<file path="config.mk">
export PLATFORM = sky130hd
export DESIGN_NAME = hazard_unit
export DESIGN_NICKNAME = d
export VERILOG_FILES = /design/src/rtl/hazard_pkg.sv /design/src/rtl/hazard_unit_sb_match.sv /design/src/rtl/hazard_unit.sv
export SDC_FILE = /design/constraint.sdc
export NUM_CORES = 1
export LEC_CHECK = 0
export CORE_MARGIN = 1.5
export CORE_UTILIZATION = 40
export DETAILED_ROUTE_END_ITERATION = 6
export PLACE_DENSITY = 0.67
export SYNTH_ARGS = -nofsm -noshare
export SYNTH_HDL_FRONTEND = slang
export SYNTH_SLANG_ARGS = --single-unit
</file>
<file path="constraint.sdc">
create_clock -name clk -period 3.3 [get_ports clk]
set_clock_uncertainty 0.15 [all_clocks]
set_input_delay 0.66 -clock clk [delete_from_list [all_inputs] [get_ports clk]]
set_output_delay 0.66 -clock clk [all_outputs]
set_load 0.02 [all_outputs]
</file>
<file path="src/rtl/hazard_pkg.sv">
// Shared types for the hazard/forwarding controller: scoreboard entry, bubble entry, RF forward select.
// No logic of its own; latency and backpressure are defined by the users of these types.
package hazard_pkg;

    // Wide enough for any register address width the core uses; narrower addresses zero-extend.
    localparam int SB_RD_W = 8;

    typedef struct packed {
        logic               valid;
        logic [SB_RD_W-1:0] rd;
        logic               wen;
        logic               is_load;
    } sb_entry_t;

    localparam int        FWD_SEL_RF = 0;
    localparam sb_entry_t SB_BUBBLE  = sb_entry_t'('0);

    // x0 is never a real destination, so it enters the scoreboard as a non-writer.
    function automatic sb_entry_t sb_entry(input logic valid, input logic [SB_RD_W-1:0] rd,
                                           input logic wen, input logic is_load);
        sb_entry_t e;
        e.valid   = valid;
        e.rd      = rd;
        e.wen     = wen && (rd != '0);
        e.is_load = is_load;
        return e;
    endfunction

endpackage

</file>
<file path="src/rtl/hazard_unit_sb_match.sv">
// Youngest-producer search of the in-flight scoreboard for one source register.
// Purely combinational, zero latency; no flow control of its own.
module sb_match
    import hazard_pkg::*;
#(
    parameter int NUM_ENT = 2,
    parameter int IDX_W   = 2
) (
    input  logic               qual,
    input  logic [SB_RD_W-1:0] src,
    input  sb_entry_t          sb [NUM_ENT],
    output logic               hit,
    output logic [IDX_W-1:0]   idx,
    output logic               is_load
);

    // Walk oldest to youngest so the youngest matching producer wins.
    always_comb begin
        hit     = 1'b0;
        idx     = '0;
        is_load = 1'b0;
        for (int j = NUM_ENT - 1; j >= 0; j--) begin
            if (qual && (src != '0) && sb[j].valid && sb[j].wen && (sb[j].rd == src)) begin
                hit     = 1'b1;
                idx     = IDX_W'(j);
                is_load = sb[j].is_load;
            end
        end
    end

endmodule

</file>
<file path="src/rtl/hazard_unit.sv">
// Hazard/forwarding controller beside ID: load-use stall, redirect flush, memory freeze, EX forward selects.
// Stall/flush outputs are combinational; fwd_sel is registered into EX; mem_busy freezes all state.
module hazard_unit
    import hazard_pkg::*;
#(
    parameter int NUM_POST = 2,
    parameter int LOAD_LAT = 1,
    parameter int REG_AW   = 5,
    parameter int CNT_W    = 32,
    parameter int FWD_W    = $clog2(NUM_POST + 1)
) (
    input  logic              clk,
    input  logic              rst_n,
    input  logic              id_valid,
    input  logic [REG_AW-1:0] id_rs1,
    input  logic [REG_AW-1:0] id_rs2,
    input  logic              id_use_rs1,
    input  logic              id_use_rs2,
    input  logic [REG_AW-1:0] id_rd,
    input  logic              id_wen,
    input  logic              id_is_load,
    input  logic              ex_redirect,
    input  logic              mem_busy,
    output logic              stall_pc,
    output logic              stall_ifid,
    output logic              bubble_idex,
    output logic              flush_ifid,
    output logic              freeze,
    output logic [FWD_W-1:0]  fwd_sel_a,
    output logic [FWD_W-1:0]  fwd_sel_b,
    output logic [CNT_W-1:0]  stall_cnt,
    output logic [CNT_W-1:0]  flush_cnt
);

    // Entry k tracks the instruction in EX+k. The WB-side entry is not kept because the
    // register file writes through, so it can never be a forwarding source.
    sb_entry_t sb [NUM_POST];

    logic [SB_RD_W-1:0] rs1_x, rs2_x, rd_x;
    logic               hit_a, hit_b, ld_a, ld_b;
    logic [FWD_W-1:0]   idx_a, idx_b;
    logic               haz_a, haz_b, ld_stall, insert_bubble;

    assign rs1_x = SB_RD_W'(id_rs1);
    assign rs2_x = SB_RD_W'(id_rs2);
    assign rd_x  = SB_RD_W'(id_rd);

    sb_match #(.NUM_ENT(NUM_POST), .IDX_W(FWD_W)) u_match_a (
        .qual    (id_valid && id_use_rs1),
        .src     (rs1_x),
        .sb      (sb),
        .hit     (hit_a),
        .idx     (idx_a),
        .is_load (ld_a)
    );

    sb_match #(.NUM_ENT(NUM_POST), .IDX_W(FWD_W)) u_match_b (
        .qual    (id_valid && id_use_rs2),
        .src     (rs2_x),
        .sb      (sb),
        .hit     (hit_b),
        .idx     (idx_b),
        .is_load (ld_b)
    );

    // A load's data becomes forwardable LOAD_LAT stages after EX.
    assign haz_a         = hit_a && ld_a && (int'(idx_a) < LOAD_LAT);
    assign haz_b         = hit_b && ld_b && (int'(idx_b) < LOAD_LAT);
    assign ld_stall      = haz_a || haz_b;
    assign insert_bubble = ex_redirect || ld_stall;

    always_comb begin
        stall_pc    = 1'b0;
        stall_ifid  = 1'b0;
        bubble_idex = 1'b0;
        flush_ifid  = 1'b0;
        freeze      = mem_busy;
        if (mem_busy) begin
            stall_pc   = 1'b1;
            stall_ifid = 1'b1;
        end else if (ex_redirect) begin
            // The ID instruction is squashed, so any load-use hazard it carries is moot.
            flush_ifid  = 1'b1;
            bubble_idex = 1'b1;
        end else if (ld_stall) begin
            stall_pc    = 1'b1;
            stall_ifid  = 1'b1;
            bubble_idex = 1'b1;
        end
    end

    always_ff @(posedge clk or negedge rst_n) begin
        if (!rst_n) begin
            for (int k = 0; k < NUM_POST; k++) begin
                sb[k] <= SB_BUBBLE;
            end
            fwd_sel_a <= FWD_W'(FWD_SEL_RF);
            fwd_sel_b <= FWD_W'(FWD_SEL_RF);
            stall_cnt <= '0;
            flush_cnt <= '0;
        end else if (!mem_busy) begin
            for (int k = NUM_POST - 1; k > 0; k--) begin
                sb[k] <= sb[k-1];
            end
            if (insert_bubble) begin
                sb[0]     <= SB_BUBBLE;
                fwd_sel_a <= FWD_W'(FWD_SEL_RF);
                fwd_sel_b <= FWD_W'(FWD_SEL_RF);
            end else begin
                sb[0]     <= sb_entry(id_valid, rd_x, id_wen, id_is_load);
                fwd_sel_a <= hit_a ? idx_a + FWD_W'(1) : FWD_W'(FWD_SEL_RF);
                fwd_sel_b <= hit_b ? idx_b + FWD_W'(1) : FWD_W'(FWD_SEL_RF);
            end
            if (ld_stall && !ex_redirect && (stall_cnt != '1)) begin
                stall_cnt <= stall_cnt + CNT_W'(1);
            end
            if (ex_redirect && (flush_cnt != '1)) begin
                flush_cnt <= flush_cnt + CNT_W'(1);
            end
        end
    end

endmodule

</file>
==> flow_summary.yaml, run 1 <==
pwr:
  leakagePower_nw: 2.36
  finalPower_mw: 2.26
  power_density_nw_per_um2: 410
  vdd_ir_drop_max_uv: 272
finish:
  stdcell_area_um2: 5520
  final_common_cell: "clkdlybuf4s50_1"
  fillers: 917
  final_cell_mix: "clkdlybuf4s50_1 (84), dfrtp_1 (83), xnor2_1 (62)"
  areaGrowthSynthToFinish_pct: 36.0
  antenna_cells: 0
  final_nets: 510
  layout-drive-gt1-share: 0.129
sta:
  setup_slack_ps: 117
  slew_headroom: 0.306
  final_hold_viol_count: 0
  rsz0062_at_grt: "no"
  min_period_ps: 3180
  timing.fmax_ghz: 0.314
  final_max_slew_viol_count: 0
  finalCritPeriodShare: 0.965
  whs_ps: 337
  setup_violations: 0
  worst_slew_pin_slew_ps: 1040
  final.setup.tns_ps: 0
floorplan:
  io_pins: 97
  coreArea_um2: 9820
  chipWidth_um: 104
  design.die.area_um2: 10800
  initial_core_util: 0.413
  die_h_um: 104
  rows: 36
clock_network:
  path_clk_slew_ps: 80
  htreeDepth: 3
  clockBufferDepth: 2
  cts_made_buffers: 9
  ctsHoldBuffers: 0
  clock-sinks: 83
  cts_tree: "done"
  clkLatencyLatePin_ps: 350
  cts_root_buffer: "clkbuf_8"
outcome:
  outcome: "complete, no violations"
worst_setup_path:
  crit_type: "input port to output pin"
  slowest_stage: "clkdlybuf4s50_1"
  critPathRequiredTime_ps: 2490
  end_kind: "output pin"
  path_max_fanout: 4
  cp_cell_sequence: "clkdlybuf4s50_1 > or4_1 > o211ai_1 > nor4_2 > o21ai_1 > buf_4 > o21bai_2 > buf_4"
  worstPathArrival_ps: 2370
  cp_top_family: "buffers and inverters"
  ff2ff_setup_slack_ps: 750
  worst_path_most_repeated_cell: "buf_4"
  critical_path.max_stage_delay_ps: 420
  crit_buf_inv: 3
  cp-start-kind: "input port"
global_routing:
  gr-total-overflow: 0
  grt_max_degree: 84
  grt_pass1_vias: 3185
  antenna_found_initial: 0
  grt_usage: 0.178
  grt_first_pass_wirelength_um: 15600
min_path:
  hold_class: "input port to asynchronous set/reset pin"
placement:
  dpl.hpwl_um: 6800
  pre_cts_ws_ps: -555
  portBuffers: 96
  place_area_um2: 5280
  globalplace.congestion: 0.816
route:
  vias_per_cell: 5.20
  ant_nets: 0
  drcViolationCount: 0
  wl_per_cell_um: 14.9
  topRoutingLayerUsed: "met4"
  routed_wl_um: 9240
  dr.first_iter.drc_count: 75
  drt_first_pass_iters: 4
  met2WireLength_um: 4360
  wl_met1_um: 4290
  wl_met3_um: 407
  vias: 3236
logic_synthesis:
  synth_cell_types: 41
  syn-num-nets: 394
  seq_area_frac_synth: 0.512
  yosysWarnings: 0
  ys_ff_latch: 83
  postSynthCellCount: 368
  synth_area_um2: 4060
  syn_area_per_cell_um2: 11.0
run:
  maxCapViolCount: 0
## sequential cells by signal (all words and copies together) (netlist names)
name       flops
sb            15
stall_cnt     32
flush_cnt     32
fwd_sel_b      2
fwd_sel_a      2
## cell usage after synthesis (all sizes together)
library cell	number	area share
or2	1	0.0015
nand3	27	0.035
a21oi	2	0.0034
o31a	1	0.0022
clkbuf	5	0.0046
nand2	28	0.026
mux2	9	0.025
xnor2	62	0.13
nor4bb	2	0.0049
nor3	6	0.0086
o21ai	7	0.0086
ha	2	0.0062
o21bai	1	0.0018
a22o	7	0.015
nor2	17	0.016
or4b	1	0.0034
nor2b	1	0.0015
inv	7	0.0065
xor2	20	0.043
and4	10	0.022
or4	7	0.014
dfrtp	83	0.51
nor4	8	0.014
o31ai	1	0.0031
o211ai	3	0.0055
and2	1	0.0015
and3	15	0.024
nand2b	1	0.0015
buf	5	0.0089
or3	2	0.0055
nand4	26	0.042
## through the flow
stage | util | cells
2_1_floorplan | - | 368
3_3_place_gp | 0.537 | 605
3_5_place_dp | 0.537 | 605
4_1_cts | 0.561 | 622
5_1_grt | 0.562 | 622
6_report | 0.562 | 622
## cells by family after synthesis
family | synth area share
xor gates and xnor gates | 0.177
and+or+nand+nor | 0.221
DFF | 0.512
adders and majority gates | 0.00616
buffers and inverters | 0.0200
muxes | 0.0250
AOI/OAI and AO/OA | 0.0398
## routing by layer
layer,vias to the layer above,track usage
met5,-,0
met4,0,0.0744
met3,17,0.0359
met2,83,0.290
met1,1583,0.231
li1,1553,-
## power breakdown
| group | leakage [nW] | internal [mW] | switching [mW] | total, mW |
|---|---|---|---|---|
| clock | 0.113 | 0.467 | 0.356 | 0.823 |
| combinational | 1.13 | 0.160 | 0.142 | 0.302 |
| sequential | 1.12 | 1.07 | 0.0719 | 1.14 |
| total | 2.36 | 1.69 | 0.570 | 2.26 |
## repair_timing
action	in CTS	in global routing
setup endpoints to repair	3	3
setup buffers	1	0
gates resized for setup	20	7
pin swaps	4	8
hold endpoints to repair	0	0
## path summary, 6_finish.rpt
| kind | startpoint | to | cells past startpoint |
|---|---|---|---|
| worst min-delay path | rst_n | stall_cnt[3]$_DFFE_PN0P_ | 1 |
| max in group asynchronous | rst_n | sb[15]$_DFFE_PN0N_ | 1 |
| worst max register to register | flush_cnt[1]$_DFFE_PN0P_ | flush_cnt[28]$_DFFE_PN0P_ | 7 |
| worst min register to register | stall_cnt[23]$_DFFE_PN0P_ | stall_cnt[23]$_DFFE_PN0P_ | 1 |
| worst max-delay path | id_rs1[3] | stall_ifid | 8 |
| min in group clk | stall_cnt[23]$_DFFE_PN0P_ | stall_cnt[23]$_DFFE_PN0P_ | 1 |
## layout make-up
type	instances	area (µm²)	share of cell area
clock buffer	12	155	0.0281
clock inverter	4	72.6	0.0131
inverter	7	26.3	0.00476
multi-input combinational	268	1920	0.347
sequential	83	2080	0.376
tap	133	166	0.0301
timing repair buffer	115	1110	0.200
No activity file was read; power rests on OpenSTA's default activity.
==> inputs of run 2 (changes only) <==
--- a/config.mk
+++ b/config.mk
@@ -6,9 +6,9 @@
 export NUM_CORES = 1
 export LEC_CHECK = 0
 export CORE_MARGIN = 1.5
-export CORE_UTILIZATION = 40
+export CORE_UTILIZATION = 30
+export CTS_CLUSTER_DIAMETER = 100
 export DETAILED_ROUTE_END_ITERATION = 6
-export PLACE_DENSITY = 0.67
 export SYNTH_ARGS = -nofsm -noshare
 export SYNTH_HDL_FRONTEND = slang
 export SYNTH_SLANG_ARGS = --single-unit
==> run 2 against run 1 <==
  * Critical endpoint is now stall_pc
  * Hold slack lost 190 ps
  * Core utilization shrank 13 points
  * Via count shrank 1.0%
==> flow_summary.yaml, run 2 (synthesis gave the netlist of run 1 again) <==
worst_setup_path:
  path_max_fanout: 3
  critPathRequiredTime_ps: 2490
  cp-startpoint: "id_rs1[3]"
  r2r_cells: 7
  r2r-start: "flush_cnt[0]$_DFFE_PN0P_"
  slowest_stage: "or4_1"
  ff2ff_setup_slack_ps: 750
  crit_type: "input port to output pin"
  timing.rr.end: "flush_cnt[24]$_DFFE_PN0P_"
  cp_cell_sequence: "clkdlybuf4s15_1 > or4_1 > o211ai_1 > nor4_4 > o21ai_1 > buf_4 > o21bai_1 > buf_2"
  critPathCapture: "stall_pc"
  worstPathArrival_ps: 2360
  critical_path.max_stage_delay_ps: 540
  cp-start-kind: "input port"
  end_kind: "output pin"
pwr:
  clockPowerShare: 0.423
  power_density_nw_per_um2: 441
  p_sw_frac: 0.239
  internal_power_mw: 1.91
  power_frac_seq: 0.455
  finalPower_mw: 2.51
  vdd_ir_drop_max_uv: 218
  leakagePower_nw: 2.41
  p_switching_uw: 598
  comb_power_share: 0.122
sta:
  rsz0062_at_grt: "no"
  timing.fmax_ghz: 0.315
  final_max_slew_viol_count: 0
  setup_violations: 0
  final.setup.tns_ps: 0
  min_period_ps: 3170
  whs_ps: 143
  worst_slew_pin_slew_ps: 619
  finalCritPeriodShare: 0.961
  slew_headroom: 0.584
  final_hold_viol_count: 0
finish:
  fin_util: 0.429
  reg_top3: "flush_cnt (32), stall_cnt (32), sb (15)"
  final_cell_mix: "dfrtp_1 (83), clkdlybuf4s50_1 (83), xnor2_1 (62)"
  layout-drive-gt1-share: 0.123
  antenna_cells: 0
  areaGrowthSynthToFinish_pct: 39.9
  final_nets: 511
global_routing:
  grt_first_pass_wirelength_um: 16600
  gr-total-overflow: 0
  antenna_found_initial: 0
  grt_max_degree: 46
  grt_pass1_vias: 3295
  grt_usage: 0.148
route:
  wl_per_cell_um: 14.6
  drcViolationCount: 0
  vias: 3203
  drt_first_pass_iters: 4
  ant_nets: 0
  routed_wl_um: 9680
  dr.first_iter.drc_count: 112
  vias_per_cell: 4.82
clock_network:
  cts_root_buffer: "clkbuf_16"
  path_clk_slew_ps: 60
  clockBufferDepth: 2
  clkLatencyLatePin_ps: 340
  cts_made_buffers: 9
  cts_tree: "done"
  ctsHoldBuffers: 0
  clock-sinks: 83
  htreeDepth: 3
outcome:
  outcome: "complete, no violations"
floorplan:
  coreArea_um2: 13200
  chipWidth_um: 119
  design.die.area_um2: 14200
  initial_core_util: 0.307
  io_pins: 97
  die_h_um: 119
  rows: 42
min_path:
  hold_class: "input port to asynchronous set/reset pin"
placement:
  dpl.hpwl_um: 7270
  portBuffers: 96
  globalplace.congestion: 0.822
run:
  maxCapViolCount: 0
## run 2: metal layers
| metal | global-route usage | vias up | wire, µm |
|---|---|---|---|
| li1 | - | 1539 | - |
| met1 | 0.196 | 1557 | 4510 |
| met2 | 0.226 | 87 | 4440 |
| met3 | 0.0359 | 20 | 473 |
| met4 | 0.0759 | 0 | 257 |
| met5 | 0 | - | 0 |
## run 2: worst min path at each step
stage	from	end	slack [ps]
after CTS	rst_n	stall_cnt[10]$_DFFE_PN0P_	160
after global placement	flush_cnt[12]$_DFFE_PN0P_	flush_cnt[12]$_DFFE_PN0P_	330
after global routing	rst_n	stall_cnt[11]$_DFFE_PN0P_	180
after floorplan	rst_n	flush_cnt[0]$_DFFE_PN0P_	210
final	rst_n	stall_cnt[10]$_DFFE_PN0P_	140
after detailed placement	stall_cnt[23]$_DFFE_PN0P_	stall_cnt[23]$_DFFE_PN0P_	330
## run 2: area by class of cell
class,instances,area [µm²]
Timing Repair Buffer,116,1120
Inverter,7,26.3
Sequential cell,83,2080
Multi-Input combinational cell,268,1920
Clock inverter,2,60.1
Tap cell,176,220
Clock buffer,13,250
Fill cell,1313,7560
## run 2: metrics by stage
step / area, µm² / setup WS [ps] / cells
2_1_floorplan: 4060 / 285 / 368
3_3_place_gp: 5330 / -475 / 646
3_5_place_dp: 5330 / -544 / 646
4_1_cts: 5640 / 19.9 / 663
5_1_grt: 5680 / 17.5 / 665
6_report: 5680 / 130 / 665
## run 2: worst max-delay path, delay by kind of cell
kind	cells	cell delay, ps
and+or+nand+nor	2	600
AOI/OAI and AO/OA	3	560
buffers and inverters	3	530
## run 2: what timing repair did
item | in CTS | in global routing
buffers inserted | 2 | 2
setup endpoints to repair | 3 | 3
pin swaps | 4 | 7
resized for setup | 21 | 7
## run 2: power by group through the flow
stage / Sequential, mW / Combinational [mW] / Clock [mW]
2_1_floorplan: 1.19 / 0.112 / 0
3_3_place_gp: 1.16 / 0.304 / 0
3_5_place_dp: 1.16 / 0.309 / 0
4_1_cts: 1.14 / 0.308 / 1.10
5_1_grt: 1.15 / 0.333 / 1.13
6_report: 1.14 / 0.306 / 1.06
